**src/rtl/tag_tree_build.sv**
```systemverilog
// JPEG2000 tag-tree builder: collects a 2^LEVELS square leaf grid from a stream,
// reduces it level by level with min or max, and streams all nodes root-first.
module tag_tree_build #(
    parameter int VAL_W    = 5,
    parameter int LEVELS   = 3,
    parameter int MODE_MIN = 1,
    parameter int LVL_W    = $clog2(LEVELS + 1)
) (
    input  logic              clk,
    input  logic              rst_n,
    input  logic [LEVELS:0]   cfg_rows_i,
    input  logic [LEVELS:0]   cfg_cols_i,
    input  logic              s_axis_leaf_valid_i,
    input  logic              s_axis_leaf_last_i,
    input  logic [VAL_W-1:0]  s_axis_leaf_data_i,
    output logic              s_axis_leaf_ready_o,
    output logic              m_axis_node_valid_o,
    output logic              m_axis_node_last_o,
    output logic [VAL_W-1:0]  m_axis_node_data_o,
    output logic [LVL_W-1:0]  m_axis_node_level_o,
    input  logic              m_axis_node_ready_i,
    output logic              busy_o,
    output logic              err_o
);

    // Both streams: a beat moves on a clock edge where valid and ready are both high.
    // The node stream keeps data/level/last stable while valid is high and ready low.

    localparam int SIDE     = 1 << LEVELS;
    localparam int N_NODES  = ((1 << (2 * (LEVELS + 1))) - 1) / 3;
    localparam int LEAF_OFF = ((1 << (2 * LEVELS)) - 1) / 3;
    localparam int IDX_W    = $clog2(N_NODES);

    localparam logic [VAL_W-1:0]  PAD      = (MODE_MIN != 0) ? {VAL_W{1'b1}} : {VAL_W{1'b0}};
    localparam logic [LEVELS:0]   SIDE_L   = (LEVELS + 1)'(SIDE);
    localparam logic [LEVELS:0]   ONE_L    = (LEVELS + 1)'(1);
    localparam logic [LVL_W-1:0]  RED_LAST = LVL_W'(LEVELS - 1);
    localparam logic [IDX_W-1:0]  IDX_LAST = IDX_W'(N_NODES - 1);

    localparam logic [1:0] ST_FILL   = 2'd0;
    localparam logic [1:0] ST_REDUCE = 2'd1;
    localparam logic [1:0] ST_DRAIN  = 2'd2;

    function automatic logic [VAL_W-1:0] op2(input logic [VAL_W-1:0] a, input logic [VAL_W-1:0] b);
        if (MODE_MIN != 0) return (a < b) ? a : b;
        else               return (a > b) ? a : b;
    endfunction

    // Node storage is flat in drain order: level l starts at (4^l - 1) / 3.
    function automatic logic [LVL_W-1:0] level_of(input int idx);
        logic [LVL_W-1:0] lv;
        lv = '0;
        for (int l = 1; l <= LEVELS; l++) begin
            if (idx >= ((1 << (2 * l)) - 1) / 3) lv = LVL_W'(l);
        end
        return lv;
    endfunction

    function automatic logic [LEVELS:0] clamp_dim(input logic [LEVELS:0] v);
        if (v == '0)     return ONE_L;
        if (v > SIDE_L)  return SIDE_L;
        return v;
    endfunction

    logic [1:0]         state_q;
    logic [LEVELS-1:0]  x_q;
    logic [LEVELS-1:0]  y_q;
    logic [LEVELS:0]    rows_q;
    logic [LEVELS:0]    cols_q;
    logic [LVL_W-1:0]   red_cnt_q;
    logic [IDX_W-1:0]   idx_q;
    logic               err_q;
    logic [VAL_W-1:0]   tree_q  [N_NODES];
    logic [VAL_W-1:0]   red_val [LEAF_OFF];

    logic               first_beat;
    logic [LEVELS:0]    eff_rows;
    logic [LEVELS:0]    eff_cols;
    logic               x_last;
    logic               y_last;
    logic               count_done;
    logic               leaf_fire;
    logic               tile_end;
    logic               drain_fire;
    logic               drain_done;
    logic [LVL_W-1:0]   cur_lvl;
    logic [2*LEVELS-1:0] leaf_addr;

    // The tile geometry is taken live on the very first beat and held afterwards.
    assign first_beat = (x_q == '0) && (y_q == '0);
    assign eff_rows   = first_beat ? clamp_dim(cfg_rows_i) : rows_q;
    assign eff_cols   = first_beat ? clamp_dim(cfg_cols_i) : cols_q;
    assign x_last     = ({1'b0, x_q} == (eff_cols - ONE_L));
    assign y_last     = ({1'b0, y_q} == (eff_rows - ONE_L));
    assign count_done = x_last && y_last;
    assign leaf_fire  = (state_q == ST_FILL) && s_axis_leaf_valid_i;
    assign tile_end   = leaf_fire && (count_done || s_axis_leaf_last_i);
    assign drain_fire = (state_q == ST_DRAIN) && m_axis_node_ready_i;
    assign drain_done = drain_fire && (idx_q == IDX_LAST);
    assign cur_lvl    = RED_LAST - red_cnt_q;
    assign leaf_addr  = {y_q, x_q};

    genvar gl, gp;
    generate
        for (gl = 0; gl < LEVELS; gl++) begin : g_lvl
            for (gp = 0; gp < (1 << (2 * gl)); gp++) begin : g_node
                localparam int SL = 1 << gl;
                localparam int NI = ((1 << (2 * gl)) - 1) / 3 + gp;
                localparam int CI = ((1 << (2 * (gl + 1))) - 1) / 3
                                    + 2 * (gp / SL) * 2 * SL + 2 * (gp % SL);
                assign red_val[NI] = op2(op2(tree_q[CI],          tree_q[CI + 1]),
                                         op2(tree_q[CI + 2 * SL], tree_q[CI + 2 * SL + 1]));
            end
        end
    endgenerate

    always_ff @(posedge clk or negedge rst_n) begin
        if (!rst_n) begin
            state_q   <= ST_FILL;
            x_q       <= '0;
            y_q       <= '0;
            rows_q    <= SIDE_L;
            cols_q    <= SIDE_L;
            red_cnt_q <= '0;
            idx_q     <= '0;
            err_q     <= 1'b0;
        end else begin
            err_q <= leaf_fire && (count_done != s_axis_leaf_last_i);
            case (state_q)
                ST_FILL: begin
                    if (leaf_fire) begin
                        if (first_beat) begin
                            rows_q <= eff_rows;
                            cols_q <= eff_cols;
                        end
                        if (tile_end) begin
                            state_q   <= ST_REDUCE;
                            red_cnt_q <= '0;
                        end else if (x_last) begin
                            x_q <= '0;
                            y_q <= y_q + 1'b1;
                        end else begin
                            x_q <= x_q + 1'b1;
                        end
                    end
                end
                ST_REDUCE: begin
                    if (red_cnt_q == RED_LAST) begin
                        state_q <= ST_DRAIN;
                        idx_q   <= '0;
                    end else begin
                        red_cnt_q <= red_cnt_q + 1'b1;
                    end
                end
                ST_DRAIN: begin
                    if (drain_fire) begin
                        if (drain_done) begin
                            state_q <= ST_FILL;
                            idx_q   <= '0;
                            x_q     <= '0;
                            y_q     <= '0;
                        end else begin
                            idx_q <= idx_q + 1'b1;
                        end
                    end
                end
                default: state_q <= ST_FILL;
            endcase
        end
    end

    always_ff @(posedge clk or negedge rst_n) begin
        if (!rst_n) begin
            for (int i = 0; i < N_NODES; i++) tree_q[i] <= PAD;
        end else begin
            if (leaf_fire) begin
                for (int i = 0; i < SIDE * SIDE; i++) begin
                    if (leaf_addr == (2 * LEVELS)'(i)) tree_q[LEAF_OFF + i] <= s_axis_leaf_data_i;
                end
            end
            // One level per cycle, from just above the leaves up to the root.
            if (state_q == ST_REDUCE) begin
                for (int i = 0; i < LEAF_OFF; i++) begin
                    if (level_of(i) == cur_lvl) tree_q[i] <= red_val[i];
                end
            end
            if (drain_done) begin
                for (int i = 0; i < SIDE * SIDE; i++) tree_q[LEAF_OFF + i] <= PAD;
            end
        end
    end

    assign s_axis_leaf_ready_o = (state_q == ST_FILL);
    assign busy_o              = (state_q != ST_FILL);
    assign m_axis_node_valid_o = (state_q == ST_DRAIN);
    assign m_axis_node_data_o  = m_axis_node_valid_o ? tree_q[idx_q] : '0;
    assign m_axis_node_level_o = m_axis_node_valid_o ? level_of(int'(idx_q)) : '0;
    assign m_axis_node_last_o  = m_axis_node_valid_o && (idx_q == IDX_LAST);
    assign err_o               = err_q;

endmodule

```
**config.mk**
```make
export PLATFORM = sky130hd
export DESIGN_NAME = tag_tree_build
export DESIGN_NICKNAME = d
export VERILOG_FILES = /design/src/rtl/tag_tree_build.sv
export SDC_FILE = /design/constraint.sdc
export NUM_CORES = 2
export LEC_CHECK = 0
export CAP_MARGIN = 10
export CELL_PAD_IN_SITES_DETAIL_PLACEMENT = 0
export CELL_PAD_IN_SITES_GLOBAL_PLACEMENT = 1
export CORE_UTILIZATION = 31
export CTS_CLUSTER_DIAMETER = 150
export CTS_CLUSTER_SIZE = 24
export DETAILED_ROUTE_END_ITERATION = 8
export GPL_TIMING_DRIVEN = 0
export PLACE_DENSITY_LB_ADDON = 0.1
export SYNTH_ARGS = -nofsm -noshare
export SYNTH_HDL_FRONTEND = slang
export SYNTH_SLANG_ARGS = --single-unit
export TNS_END_PERCENT = 20
```
**constraint.sdc**
```tcl
create_clock -name clk -period 5 [get_ports clk]
set_clock_uncertainty 0.2 [all_clocks]
set_input_delay 1 -clock clk [delete_from_list [all_inputs] [get_ports clk]]
set_output_delay 1 -clock clk [all_outputs]
set_load 0.01 [all_outputs]
```
==> impl_summary.txt <==
----------------------------------------------------
[Final layout]
  Non-filler instance count after layout ... between 5,000 and 6,000
  Fill cells ... around 12,000
  Layout-stage area growth over the synthesis result ... 9.29%
  Layout cells sized above 1 ... 16.5%
  Total non-filler cell area in the finished layout ... roughly 41,000 sq um
  Number of nets in the layout ... 4,559

[Yosys]
  Register area share after synthesis ... 31.7%
  Per-instance average area after synthesis ... 8.86 sq um
  Most area-consuming cells after synthesis ... sky130_fd_sc_hd__dfstp_2 (30%), sky130_fd_sc_hd__ha_1 (9.0%), sky130_fd_sc_hd__nand3_1 (6.6%)
  Primary flip-flop cell chosen by synthesis mapping ... sky130_fd_sc_hd__dfstp_2
  Total nets after synthesis ... 4,496
  Post-synth top area cell ... sky130_fd_sc_hd__dfstp_2
  Cell count after synthesis ... 4,211
  Warnings, synthesis ... 0
  Share of flip-flops with an asynchronous set or reset ... 100%
  Area share of the largest cell type after synthesis ... between 30 and 40%
  Synth unique cells ... 75
  EDFF count, synth ... 0
  Yosys reg bits ... 451
  Post-synthesis instance area ... around 37,000 sq um

[Worst setup path]
  Worst-path cell chain ... nand2b_1 -> inv_2 -> nand3b_1 -> a211oi_1 -> a31oi_1 -> o21ai_2 -> clkdlybuf4s50_1
  Arrival @ worst endpoint ... 3930 ps
  Cell family contributing the most delay on the critical path ... buffers and inverters
  Worst setup path category ... reg -> out
  Required time of the critical path ... 3800 ps
  R2R setup slack ... 400 ps
  Endpoint class of the critical path ... output pin
  Critical path peak fanout ... 10
  Master of the slowest instance on the critical path ... sky130_fd_sc_hd__dfrtp_1
  CP bufs+invs ... 2
  Kind of start point of the critical path ... flip-flop
  Stage delay of the slowest cell on the critical path ... 680 ps

[Route]
  Number of routed nets with antenna violations ... 0
  Met2 routed wirelength ... 77,000 microns
  Top Layer Used ... met4
  Total detailed-routing wirelength ... 175,000 microns
  Post-route DRC ... 0
  Total vias in the final route ... 35,570
  Number of DRC markers after the initial detailed-route iteration ... 3,445
  Routed length on met1 ... 82,400 microns
  Routed WL per cell ... a little under 30 microns
  Drt pass-1 iters ... 7
  DR WL met3 ... 10,000 microns
  Average via count per standard cell ... between 6 and 7

[Place]
  Number of port buffers ... 24
  Final GP Congestion ... 0.935
  Total cell area at the placement stage ... ~40,000 sq um
  Hpwl dp ... roughly 130,000 microns
  Number of placed instances, taps included ... 5,846

[CTS]
  TritonCTS clock tree ... built
  Clock sink total ... 451
  Total number of H-tree levels ... 1
  Clock Tree Buf Depth ... 3
  Num CTS Buffers ... 23
  Clock insertion delay at the later pin of the skew report ... 650 ps
  Library cell used as clock root buffer ... sky130_fd_sc_hd__clkbuf_16
  Clock-pin slew on the worst setup and hold paths ... 120 ps

[Power]
  Post-route total power ... 33.3 mW
  Worst vdd rail ir drop ... 0.000329 V
  Sequential cell fraction of total power ... about a quarter
  Standby leakage power ... about 18 nW
  Net Switching ... 18.4 mW
  Int Power ... 14.9 mW
  Combinational fraction of design power ... between 60% and 70%
  P per Cell Area ... slightly above 800 nW/um^2
  Part of the power in the clock network ... 7.0%
  Switching share of power ... a little under three fifths

[GRT]
  Gr usage total ... 28.2%
  Global-route wire length before repair ... about 250,000 microns
  Largest net degree at the start of global routing ... 110
  Via count of the first global-routing pass ... approximately 33,000
  Global route overflow ... 0
  Antenna violations before repair ... 4

[STA]
  Minimum clock period after layout ... about 5100 ps
  Final count of hold timing violations ... 0
  Worst slew margin relative to its limit ... approximately 7.7%
  Worst Max-Slew Pin Slew ... 1380 ps
  Worst setup margin ... -129 ps
  Peak Freq ... 195 MHz
  Final-layout setup total negative slack ... -131 ps
  Unrepaired setup endpoints after global routing ... true
  # setup viols final ... 3
  Final cycle utilization of the critical path ... 103%
  Count of pins over their slew limit ... 0

[Die]
  Die Outline Area ... between 100,000 and 150,000 sq um
  I/O pin count ... 30
  Chip Width ... 349 microns
  Die height ... 349 microns
  Num rows ... 126
  Initial Utilization ... 31.4%
  Core footprint ... between 100,000 and 150,000 sq um

[Min path]
  Worst hold-check path type ... reg -> reg

[Outcome]
  Violations in the final reports ... setup timing
  Result of the run ... finished, violations left

[Run]
  MaxCap Viol Count ... 0

----------------------------------------------------
==> through the flow <==
stage / hold WS (ps) / worst slack [ps] / utilization, %
finish: 300 / -129 / 34.4
global route: 332 / -34.4 / 34.3
global placement: 270 / -19140 / 33.3
floorplan: 257 / 1360 / -
CTS: 305 / -179 / 34.3
detailed placement: 287 / -762 / 33.5
==> area by class of cell <==
class | count | area (sq um) | area share, %
antenna | 3 | 7.51 | 0.0184
buffer | 175 | 1070 | 2.62
clock buffer | 27 | 591 | 1.45
clock inverter | 5 | 38.8 | 0.0951
inverter | 312 | 1170 | 2.87
multi-input combinational | 3273 | 23600 | 57.8
sequential | 451 | 11800 | 29.0
tap | 1600 | 2000 | 4.91
timing repair buffer | 38 | 492 | 1.21
==> Yosys cell counts, types with 25 or more instances <==
cell,instances
sky130_fd_sc_hd__nand2_1,536
sky130_fd_sc_hd__nand3_1,492
sky130_fd_sc_hd__dfstp_2,427
sky130_fd_sc_hd__inv_1,311
sky130_fd_sc_hd__ha_1,267
sky130_fd_sc_hd__mux2i_1,235
sky130_fd_sc_hd__a22oi_1,186
sky130_fd_sc_hd__o211ai_1,178
sky130_fd_sc_hd__nor2_1,157
sky130_fd_sc_hd__o21ai_0,157
sky130_fd_sc_hd__nand4_1,144
sky130_fd_sc_hd__mux4_2,102
sky130_fd_sc_hd__a21oi_1,83
sky130_fd_sc_hd__clkbuf_1,81
sky130_fd_sc_hd__a32oi_1,74
sky130_fd_sc_hd__and2_1,70
sky130_fd_sc_hd__a21o_1,67
sky130_fd_sc_hd__nor2b_1,66
sky130_fd_sc_hd__o22ai_1,57
sky130_fd_sc_hd__nand2b_1,56
sky130_fd_sc_hd__buf_2,51
sky130_fd_sc_hd__o21a_1,43
sky130_fd_sc_hd__a221oi_1,34
sky130_fd_sc_hd__and3_1,31
sky130_fd_sc_hd__nor3_1,25
==> worst reg2reg max path, cell delays in order, from the launching register on <==
cell and delay (ps):
sky130_fd_sc_hd__dfstp_2 600, sky130_fd_sc_hd__inv_1 80, sky130_fd_sc_hd__ha_1 400, sky130_fd_sc_hd__o21ai_0 160, sky130_fd_sc_hd__and2_1 230, sky130_fd_sc_hd__a22o_1 190
sky130_fd_sc_hd__a311oi_1 810, sky130_fd_sc_hd__ha_1 410, sky130_fd_sc_hd__a21o_1 180, sky130_fd_sc_hd__a21o_1 160, sky130_fd_sc_hd__a21oi_1 520, sky130_fd_sc_hd__nand2_1 260
sky130_fd_sc_hd__o22ai_1 190, sky130_fd_sc_hd__a211o_1 150
==> sequential cells by signal, summed over array words and instances, names as in the netlist, 2 cells and up <==
signal	cells
tree_q	425
state_q	2
cols_q	4
red_cnt_q	2
x_q	3
idx_q	7
rows_q	4
y_q	3
==> cell families (layout without fill, tap and decap cells) <==
logic type	after synthesis	count (layout)	share of synthesized area (%)
AO/OA/AOI/OAI	993	993	18.8
XOR/XNOR	9	9	0.211
AND/OR/NAND/NOR	1649	1649	21.6
multiplexers	355	355	13.4
other	0	3	0
buffers and inverters	487	557	5.37
adder cells (fa/ha/maj)	267	267	8.95
flip-flops	451	451	31.7
==> power groups by stage <==
stage / Combinational [mW] / Clock (mW) / Sequential [mW]
floorplan: 15.5 / 0 / 6.87
global placement: 22.1 / 0 / 8.20
detailed placement: 22.1 / 0 / 8.19
CTS: 22.4 / 2.40 / 8.13
global route: 25.0 / 2.49 / 8.34
finish: 22.8 / 2.32 / 8.21
==> cells in the final DEF, fill, tap and decap left out, types with 66 or more instances in the layout <==
cell	n
sky130_fd_sc_hd__a21oi_1	83
sky130_fd_sc_hd__inv_1	311
sky130_fd_sc_hd__o211ai_1	178
sky130_fd_sc_hd__clkbuf_1	79
sky130_fd_sc_hd__mux2i_1	229
sky130_fd_sc_hd__a22oi_1	186
sky130_fd_sc_hd__mux4_2	103
sky130_fd_sc_hd__dfstp_2	427
sky130_fd_sc_hd__nor2_1	156
sky130_fd_sc_hd__and2_1	70
sky130_fd_sc_hd__o21ai_0	155
sky130_fd_sc_hd__a32oi_1	74
sky130_fd_sc_hd__nand2_1	536
sky130_fd_sc_hd__ha_1	267
sky130_fd_sc_hd__nand3_1	490
sky130_fd_sc_hd__a21o_1	67
sky130_fd_sc_hd__nand4_1	144
sky130_fd_sc_hd__nor2b_1	66
==> routing by layer <==
metal	vias up	track usage (%)
li1	16015	-
met1	18162	41.6
met2	1223	43.5
met3	170	2.82
met4	0	7.83
met5	-	0
==> timing repair <==
item,4_1_cts,5_1_grt
pin swaps,4,1
hold buffers,1,0
setup buffers,2,0
setup endpoints to repair,37,7
gates resized for setup,79,15
endpoints found under the hold margin,10,0
==> final timing paths <==
| kind | startpoint | endpoint | cells past startpoint |
|---|---|---|---|
| max | state_q[1]$_DFFE_PN0P_ | m_axis_node_data_o[4] | 7 |
| max reg2reg | tree_q[364]$_DFFE_PN1P_ | tree_q[412]$_DFFE_PN1P_ | 13 |
| min in group asynchronous | rst_n | cols_q[2]$_DFFE_PN0P_ | 2 |
| max in group asynchronous | rst_n | tree_q[387]$_DFFE_PN1P_ | 4 |
| min reg2reg | tree_q[420]$_DFFE_PN1P_ | tree_q[420]$_DFFE_PN1P_ | 2 |
| min | tree_q[420]$_DFFE_PN1P_ | tree_q[420]$_DFFE_PN1P_ | 2 |
No activity file was read; power rests on OpenSTA's default activity.
